**config.mk**
```make
export PLATFORM = sky130hd
export DESIGN_NAME = load_store_unit
export DESIGN_NICKNAME = d
export VERILOG_FILES = /design/src/rtl/lsu_pkg.sv /design/src/rtl/lsu_align.sv /design/src/rtl/load_store_unit.sv
export SDC_FILE = /design/constraint.sdc
export NUM_CORES = 1
export LEC_CHECK = 0
export BUFFER_PORTS_ARGS = -buffer_cell sky130_fd_sc_hd__buf_2
export CAP_MARGIN = 20
export CORE_MARGIN = 3
export CORE_UTILIZATION = 48
export DETAILED_ROUTE_END_ITERATION = 10
export PLACE_DENSITY = 0.79
export SYNTH_ARGS = -nofsm -noshare
export SYNTH_HDL_FRONTEND = slang
export SYNTH_SLANG_ARGS = --single-unit
```
**constraint.sdc**
```tcl
create_clock -name Clk -period 2.5 [get_ports Clk]
set_clock_uncertainty 0.1 [all_clocks]
set_input_delay 0.25 -clock Clk [delete_from_list [all_inputs] [get_ports Clk]]
set_output_delay 0.25 -clock Clk [all_outputs]
set_load 0.005 [all_outputs]
```
**src/rtl/lsu_pkg.sv**
```systemverilog
// Shared types and constants for the RV32I load/store unit.
// Opcodes, funct3 codes, controller states and access sizes.
package lsu_pkg;

    localparam logic [6:0] OPC_LOAD  = 7'b0000011;
    localparam logic [6:0] OPC_STORE = 7'b0100011;

    localparam logic [2:0] F3_B  = 3'b000;
    localparam logic [2:0] F3_H  = 3'b001;
    localparam logic [2:0] F3_W  = 3'b010;
    localparam logic [2:0] F3_BU = 3'b100;
    localparam logic [2:0] F3_HU = 3'b101;

    typedef enum logic [2:0] {
        IDLE = 3'd0,
        REQ  = 3'd1,
        WAIT = 3'd2,
        FIN  = 3'd3,
        ERR  = 3'd4
    } lsu_state_e;

    typedef enum logic [1:0] {
        SZ_B = 2'd0,
        SZ_H = 2'd1,
        SZ_W = 2'd2
    } lsu_size_e;

    function automatic logic [31:0] sext12(input logic [11:0] v);
        return {{20{v[11]}}, v};
    endfunction

endpackage

```
**src/rtl/lsu_align.sv**
```systemverilog
// Byte-lane steering for the load/store unit.
// Builds store enables/data and extracts/extends load data.
module lsu_align
    import lsu_pkg::*;
(
    input  lsu_size_e   size_i,
    input  logic [1:0]  off_i,
    input  logic        sign_i,
    input  logic [31:0] sdata_i,
    input  logic [31:0] rdata_i,
    output logic [3:0]  be_o,
    output logic [31:0] wdata_o,
    output logic [31:0] ldata_o
);

    logic [7:0]  byte_s;
    logic [15:0] half_s;

    // Lane select for both directions from size and low address bits
    always_comb begin
        be_o    = 4'b0000;
        wdata_o = 32'd0;
        ldata_o = 32'd0;
        byte_s  = rdata_i[{off_i, 3'b000} +: 8];
        half_s  = rdata_i[{off_i[1], 4'b0000} +: 16];
        case (size_i)
            SZ_B: begin
                be_o    = 4'b0001 << off_i;
                wdata_o = {4{sdata_i[7:0]}};
                ldata_o = {{24{sign_i & byte_s[7]}}, byte_s};
            end
            SZ_H: begin
                be_o    = off_i[1] ? 4'b1100 : 4'b0011;
                wdata_o = {2{sdata_i[15:0]}};
                ldata_o = {{16{sign_i & half_s[15]}}, half_s};
            end
            SZ_W: begin
                be_o    = 4'b1111;
                wdata_o = sdata_i;
                ldata_o = rdata_i;
            end
            default: begin
                be_o    = 4'b0000;
                wdata_o = 32'd0;
                ldata_o = 32'd0;
            end
        endcase
    end

endmodule

```
**src/rtl/load_store_unit.sv**
```systemverilog
// Multi-cycle RV32I load/store unit, one access in flight.
// req/gnt/rvalid memory port, aligned load data to reg_file.
module load_store_unit
    import lsu_pkg::*;
#(
    parameter int unsigned TIMEOUT = 64
)
(
    input  logic        Clk,
    input  logic        Rst_n,
    input  logic        start,
    input  logic [31:0] inst,
    input  logic [31:0] rs1,
    input  logic [31:0] rs2,
    output logic        busy,
    output logic        done,
    output logic        misaligned,
    output logic        bus_err,
    output logic [31:0] busW,
    output logic        RegWr,
    output logic        mem_req,
    output logic        mem_we,
    output logic [31:0] mem_addr,
    output logic [3:0]  mem_be,
    output logic [31:0] mem_wdata,
    input  logic        mem_gnt,
    input  logic        mem_rvalid,
    input  logic [31:0] mem_rdata
);

    localparam logic [31:0] TMO_LAST = 32'(TIMEOUT - 1);

    lsu_state_e  state_q, state_d;
    logic [31:0] addr_q, addr_d;
    lsu_size_e   size_q, size_d;
    logic        sign_q, sign_d;
    logic        we_q, we_d;
    logic [31:0] sdata_q, sdata_d;
    logic [31:0] cnt_q, cnt_d;
    logic        tmo_q, tmo_d;
    logic [31:0] busW_q, busW_d;

    logic [6:0]  opc_dec;
    logic [2:0]  f3_dec;
    logic        is_ld, is_st;
    logic [11:0] imm_dec;
    logic [31:0] addr_dec;
    lsu_size_e   size_dec;
    logic        legal_dec;
    logic        align_ok;

    logic [3:0]  be_s;
    logic [31:0] wdata_s;
    logic [31:0] ldata_s;

    lsu_align u_align (
        .size_i  (size_q),
        .off_i   (addr_q[1:0]),
        .sign_i  (sign_q),
        .sdata_i (sdata_q),
        .rdata_i (mem_rdata),
        .be_o    (be_s),
        .wdata_o (wdata_s),
        .ldata_o (ldata_s)
    );

    // Decode the presented instruction into address, size and legality
    always_comb begin
        opc_dec   = inst[6:0];
        f3_dec    = inst[14:12];
        is_ld     = (opc_dec == OPC_LOAD);
        is_st     = (opc_dec == OPC_STORE);
        imm_dec   = is_st ? {inst[31:25], inst[11:7]} : inst[31:20];
        addr_dec  = rs1 + sext12(imm_dec);
        size_dec  = SZ_B;
        legal_dec = 1'b0;
        align_ok  = 1'b1;
        case (f3_dec)
            F3_B:  begin size_dec = SZ_B; legal_dec = is_ld | is_st; end
            F3_H:  begin size_dec = SZ_H; legal_dec = is_ld | is_st; end
            F3_W:  begin size_dec = SZ_W; legal_dec = is_ld | is_st; end
            F3_BU: begin size_dec = SZ_B; legal_dec = is_ld; end
            F3_HU: begin size_dec = SZ_H; legal_dec = is_ld; end
            default: begin size_dec = SZ_B; legal_dec = 1'b0; end
        endcase
        case (size_dec)
            SZ_H:    align_ok = ~addr_dec[0];
            SZ_W:    align_ok = (addr_dec[1:0] == 2'b00);
            default: align_ok = 1'b1;
        endcase
    end

    // Controller next state, latched access fields and outputs
    always_comb begin
        state_d = state_q;
        addr_d  = addr_q;
        size_d  = size_q;
        sign_d  = sign_q;
        we_d    = we_q;
        sdata_d = sdata_q;
        cnt_d   = cnt_q;
        tmo_d   = tmo_q;
        busW_d  = busW_q;
        case (state_q)
            IDLE: begin
                if (start) begin
                    addr_d  = addr_dec;
                    size_d  = size_dec;
                    sign_d  = ~f3_dec[2];
                    we_d    = is_st;
                    sdata_d = rs2;
                    cnt_d   = 32'd0;
                    tmo_d   = 1'b0;
                    state_d = (legal_dec && align_ok) ? REQ : ERR;
                end
            end
            REQ: begin
                cnt_d = 32'd0;
                if (mem_gnt) begin
                    state_d = we_q ? FIN : WAIT;
                end
            end
            WAIT: begin
                if (mem_rvalid) begin
                    busW_d  = ldata_s;
                    state_d = FIN;
                end else if (TIMEOUT != 0 && cnt_q == TMO_LAST) begin
                    tmo_d   = 1'b1;
                    state_d = ERR;
                end else begin
                    cnt_d = cnt_q + 32'd1;
                end
            end
            FIN:     state_d = IDLE;
            ERR:     state_d = IDLE;
            default: state_d = IDLE;
        endcase

        busy       = (state_q != IDLE);
        mem_req    = (state_q == REQ);
        done       = (state_q == FIN);
        RegWr      = (state_q == FIN) & ~we_q;
        misaligned = (state_q == ERR) & ~tmo_q;
        bus_err    = (state_q == ERR) & tmo_q;
        busW       = busW_q;
        mem_we     = mem_req & we_q;
        mem_addr   = mem_req ? {addr_q[31:2], 2'b00} : 32'd0;
        mem_be     = mem_req ? be_s : 4'b0000;
        mem_wdata  = mem_req ? wdata_s : 32'd0;
    end

    // State and access registers, cleared asynchronously
    always_ff @(posedge Clk or negedge Rst_n) begin
        if (!Rst_n) begin
            state_q <= IDLE;
            addr_q  <= 32'd0;
            size_q  <= SZ_B;
            sign_q  <= 1'b0;
            we_q    <= 1'b0;
            sdata_q <= 32'd0;
            cnt_q   <= 32'd0;
            tmo_q   <= 1'b0;
            busW_q  <= 32'd0;
        end else begin
            state_q <= state_d;
            addr_q  <= addr_d;
            size_q  <= size_d;
            sign_q  <= sign_d;
            we_q    <= we_d;
            sdata_q <= sdata_d;
            cnt_q   <= cnt_d;
            tmo_q   <= tmo_d;
            busW_q  <= busW_d;
        end
    end

endmodule

```
==> summary.log <==
INFO  outcome        status=finished, violations left
INFO  outcome        failed_checks=setup timing
INFO  placed_design  detailed_place_hpwl=20,100um
INFO  worst_setup_path regToRegStartpoint=cnt_q[0]
INFO  power          cellLeakagePower=0.00617uW
INFO  synthesis      synth-main-ff-cell=sky130_fd_sc_hd__dfrtp_1
INFO  global_routing grt_overflow_total=0
INFO  global_routing grt_first_pass_wirelength=45,800um
INFO  timing         final_critical_path_setup_slack=-0.492ns
INFO  timing         final_report_hold_violation_count=0
INFO  detailed_routing drt_drc_violations_left=0
INFO  timing         final.period_utilization=1.20
INFO  detailed_routing drt_first_pass_iters=5
INFO  worst_setup_path worst_path_max_delay_cell=sky130_fd_sc_hd__mux2_4
INFO  synthesis      yosysSeqAreaShare=0.387
INFO  worst_setup_path regToRegEndpoint=cnt_q[11]
INFO  cts            clkSinkCount=136
INFO  synthesis      postSynth.asyncResetShare=1.00
INFO  worst_setup_path crit_type=in -> reg
INFO  floorplanning  start_util=0.500
INFO  power          power.switching=2330uW
INFO  timing         setup_viol=25
INFO  cells_and_area nFillCells=1,332
INFO  timing         worst_margin_pin_slew=0.648ns
INFO  placed_design  port_buffers=232
INFO  synthesis      synth_top_cells_by_area=sky130_fd_sc_hd__dfrtp_1 39%, sky130_fd_sc_hd__nand2_1 9.4%, sky130_fd_sc_hd__a21oi_1 5.2%
INFO  worst_setup_path critical_path_required=2.71ns
INFO  placed_design  final_replace_weighted_congestion=0.930
INFO  timing         grt_setup_unrepaired=true
INFO  timing         fmax=0.334GHz
INFO  global_routing grt_pass1_vias=9,167
INFO  worst_setup_path critPathMaxFanout=6
INFO  min_path       min_from=mem_rdata[5]
INFO  synthesis      synthesis.area=8800um^2
INFO  synthesis      synth.ff_latch_count=136
INFO  worst_setup_path endpoint_class_of_the_critical_path=flop
INFO  cells_and_area finish.instance_area=12,300um^2
INFO  floorplanning  core.rowCount=48
INFO  detailed_routing initialDrtViolationCount=649
INFO  power          internal_power=4940uW
INFO  power          worst_ir_drop_vdd=528uV
INFO  detailed_routing detail_route.vias_per_cell=5.72
INFO  worst_setup_path crit_path_max_delay_family=compound AO/OA/AOI/OAI gates
INFO  floorplanning  fp.coreArea=17,600um^2
INFO  power          seq_power_share=0.379
INFO  min_path       min-delay-path-class=in -> reg
INFO  floorplanning  floorplan.die_area=20,000um^2
INFO  global_routing grt_usage=0.282
INFO  cells_and_area post_layout_nonfiller_instances=1,642
INFO  placed_design  placed_cell_area=10,900um^2
INFO  timing         post-route-min-period=2.99ns
INFO  flow_run       maxCapViolations=0
INFO  worst_setup_path start_kind=input port
INFO  cts            clk-insertion-delay-late=0.43ns
INFO  timing         worst_slew_margin_rel=0.567
INFO  detailed_routing ant_nets=0
INFO  worst_setup_path crit_path_cell_trace=buf_6, nor4_4, nand4_1, buf_6, mux2_4, ha_4, inv_2, fa_2, nor2b_4, o2111ai_2, a21oi_2, o21ai_2, a21oi_2, o211ai_1, mux2_4, a221o_1
INFO  cts            cts_buffers=17
INFO  synthesis      synth_commonest_cells=221 x sky130_fd_sc_hd__nand2_1, 136 x sky130_fd_sc_hd__dfrtp_1, 92 x sky130_fd_sc_hd__a21oi_1
INFO  cells_and_area finish.net_count=1,568
INFO  power          power.clock.fraction=0.348
INFO  cells_and_area areaGrowthSynthToFinish=39.6%
INFO  placed_design  placed_cells_incl_taps=1,560
INFO  timing         slew_viol_final=0
INFO  synthesis      most_common_cell_in_the_synthesized_netlist=sky130_fd_sc_hd__nand2_1
INFO  detailed_routing route.final.wire_length=29,100um
INFO  synthesis      postSynthCellCount=1,066
INFO  worst_setup_path reg2regPathDepth=8
INFO  worst_setup_path worstPathArrival=3.20ns
INFO  floorplanning  die-height=141um
INFO  synthesis      synthesized_area_per_cell=8.25um^2
INFO  detailed_routing vias=9,396
INFO  synthesis      synth.distinct_cells=72
INFO  synthesis      synth_largest_area_cell=sky130_fd_sc_hd__dfrtp_1
INFO  synthesis      post-synth-top-area-fraction=0.387
INFO  worst_setup_path critical_path.n_buffers_inverters=3
INFO  power          combinationalPowerShare=0.274
INFO  worst_setup_path critPathMaxStageDelay=0.32ns
INFO  global_routing antenna_found_initial=2
INFO  min_path       hold_path_end=busW[5]
INFO  cts            clock_path_buffers=2
INFO  cells_and_area post_route_cells_drive_above_1_share=0.348
INFO  cts            tritoncts=yes
INFO  synthesis      synth-edff-count=0
INFO  cts            clkTransAtPathRegs=0.06ns
INFO  cts            total_number_of_h_tree_levels=4
INFO  min_path       hold_path_depth=3
INFO  detailed_routing wire_per_inst=17.7um
INFO  power          switching_share=0.320
INFO  cts            cts.root.buffer_cell=sky130_fd_sc_hd__clkbuf_16
INFO  synthesis      synth.yosys.warnings=0
INFO  placed_design  placement_setup_slack=-0.958ns
INFO  worst_setup_path worst_reg2reg_setup_slack=0.09ns
INFO  power          power-per-cell-area=592nW/um^2
INFO  worst_setup_path path_depth=16
INFO  floorplanning  io_pins=240
INFO  floorplanning  die_w=141um
INFO  global_routing grt_start_max_net_pins=48
state kept, by name, indices dropped and copies added (netlist names):
signal   count
size_q       2
sdata_q     32
we_q         1
addr_q      32
sign_q       1
cnt_q       32
tmo_q        1
state_q      3
busW        32
metrics by stage:
stage               TNS [ns]   util  hold slack (ns)  power (uW)
floorplan              -7.08      -           -0.146        3780
global placement      -17.20  0.617            0.110        4490
detailed placement    -19.19  0.617            0.107        4550
CTS                    -3.85  0.683          0.00354        7180
global route           -8.35  0.698           0.0343        7640
finish                 -6.16  0.698           0.0279        7270
cell usage in the layout (no fill, tap or decap), types with 12 or more instances in the layout:
cell and count:
sky130_fd_sc_hd__o21ai_1 16, sky130_fd_sc_hd__xor2_1 17, sky130_fd_sc_hd__dlygate4sd3_1 38, sky130_fd_sc_hd__a21oi_1 80
sky130_fd_sc_hd__xnor2_1 30, sky130_fd_sc_hd__buf_4 96, sky130_fd_sc_hd__inv_1 24, sky130_fd_sc_hd__buf_2 229
sky130_fd_sc_hd__and3_1 53, sky130_fd_sc_hd__clkbuf_16 17, sky130_fd_sc_hd__nor3_1 12, sky130_fd_sc_hd__nor2_1 73
sky130_fd_sc_hd__ha_1 28, sky130_fd_sc_hd__nand3_1 20, sky130_fd_sc_hd__nand2_1 215, sky130_fd_sc_hd__mux2_2 26
sky130_fd_sc_hd__dfrtp_1 134, sky130_fd_sc_hd__a21o_1 20, sky130_fd_sc_hd__o21ai_0 62
repair_timing:
item	4_1_cts	5_1_grt
buffers inserted	7	4
cloned	0	1
pin swaps	27	40
resized for setup	36	50
setup endpoints to repair	40	67
hold buffers	38	0
hold endpoints to repair	79	0
area by class of cell:
type	instances	area, um^2	area share
clock inverters	13	145	0.0118
flip-flops and latches	136	3410	0.277
well taps	225	282	0.0229
clock buffers	19	443	0.0361
inverters	27	101	0.00825
diodes	2	5.00	0.000407
multi-input cells	841	5430	0.442
repair buffers	379	2470	0.201
worst register-to-register path, stage by stage, from the launching register on:
cell                      delay (ns)
sky130_fd_sc_hd__dfrtp_1        0.39
sky130_fd_sc_hd__ha_2           0.19
sky130_fd_sc_hd__and3_4         0.18
sky130_fd_sc_hd__nand3_4        0.07
sky130_fd_sc_hd__or3_4          0.16
sky130_fd_sc_hd__nand3_4        0.09
sky130_fd_sc_hd__or4b_4         0.63
sky130_fd_sc_hd__or3_4          0.40
sky130_fd_sc_hd__a21oi_2        0.12
power groups by stage:
stage                     registers [uW]  logic (uW)  clock network (uW)
after detailed placement            2770        1780                   0
after global routing                2780        2200                2650
after CTS                           2740        1890                2550
after global placement              2760        1730                   0
after floorplan                     2690        1080                   0
final                               2750        1990                2530
worst max-delay path by stage:
stage             from    endpoint  slack, ns
3_3_place_gp   inst[3]  addr_q[25]      -0.90
4_1_cts        inst[3]  addr_q[26]      -0.42
5_1_grt        inst[2]  addr_q[25]      -0.59
3_5_place_dp   inst[3]  addr_q[25]      -0.96
2_1_floorplan  inst[3]  addr_q[26]      -0.64
6_report       inst[2]  addr_q[26]      -0.49
layer usage:
metal  track usage  wire length, um  up-vias
met4         0.144             1280        2
met3        0.0556             1940      102
met1         0.358            11700     4482
li1              -                -     4399
met5             0               13        -
met2         0.460            14100      411
cell families (layout without fill, tap and decap cells):
logic type      Yosys count  count (layout)  share of synthesized area
compound gates          260             260                      0.177
mux                      31              31                     0.0408
flops                   136             136                      0.387
fa+ha+maj                33              33                     0.0478
buf+inv                  91             438                     0.0435
xor+xnor                 51              51                     0.0508
other cells               1               4                   0.000426
simple gates            463             464                      0.253
Note: power is estimated with default switching activity, not from simulation.
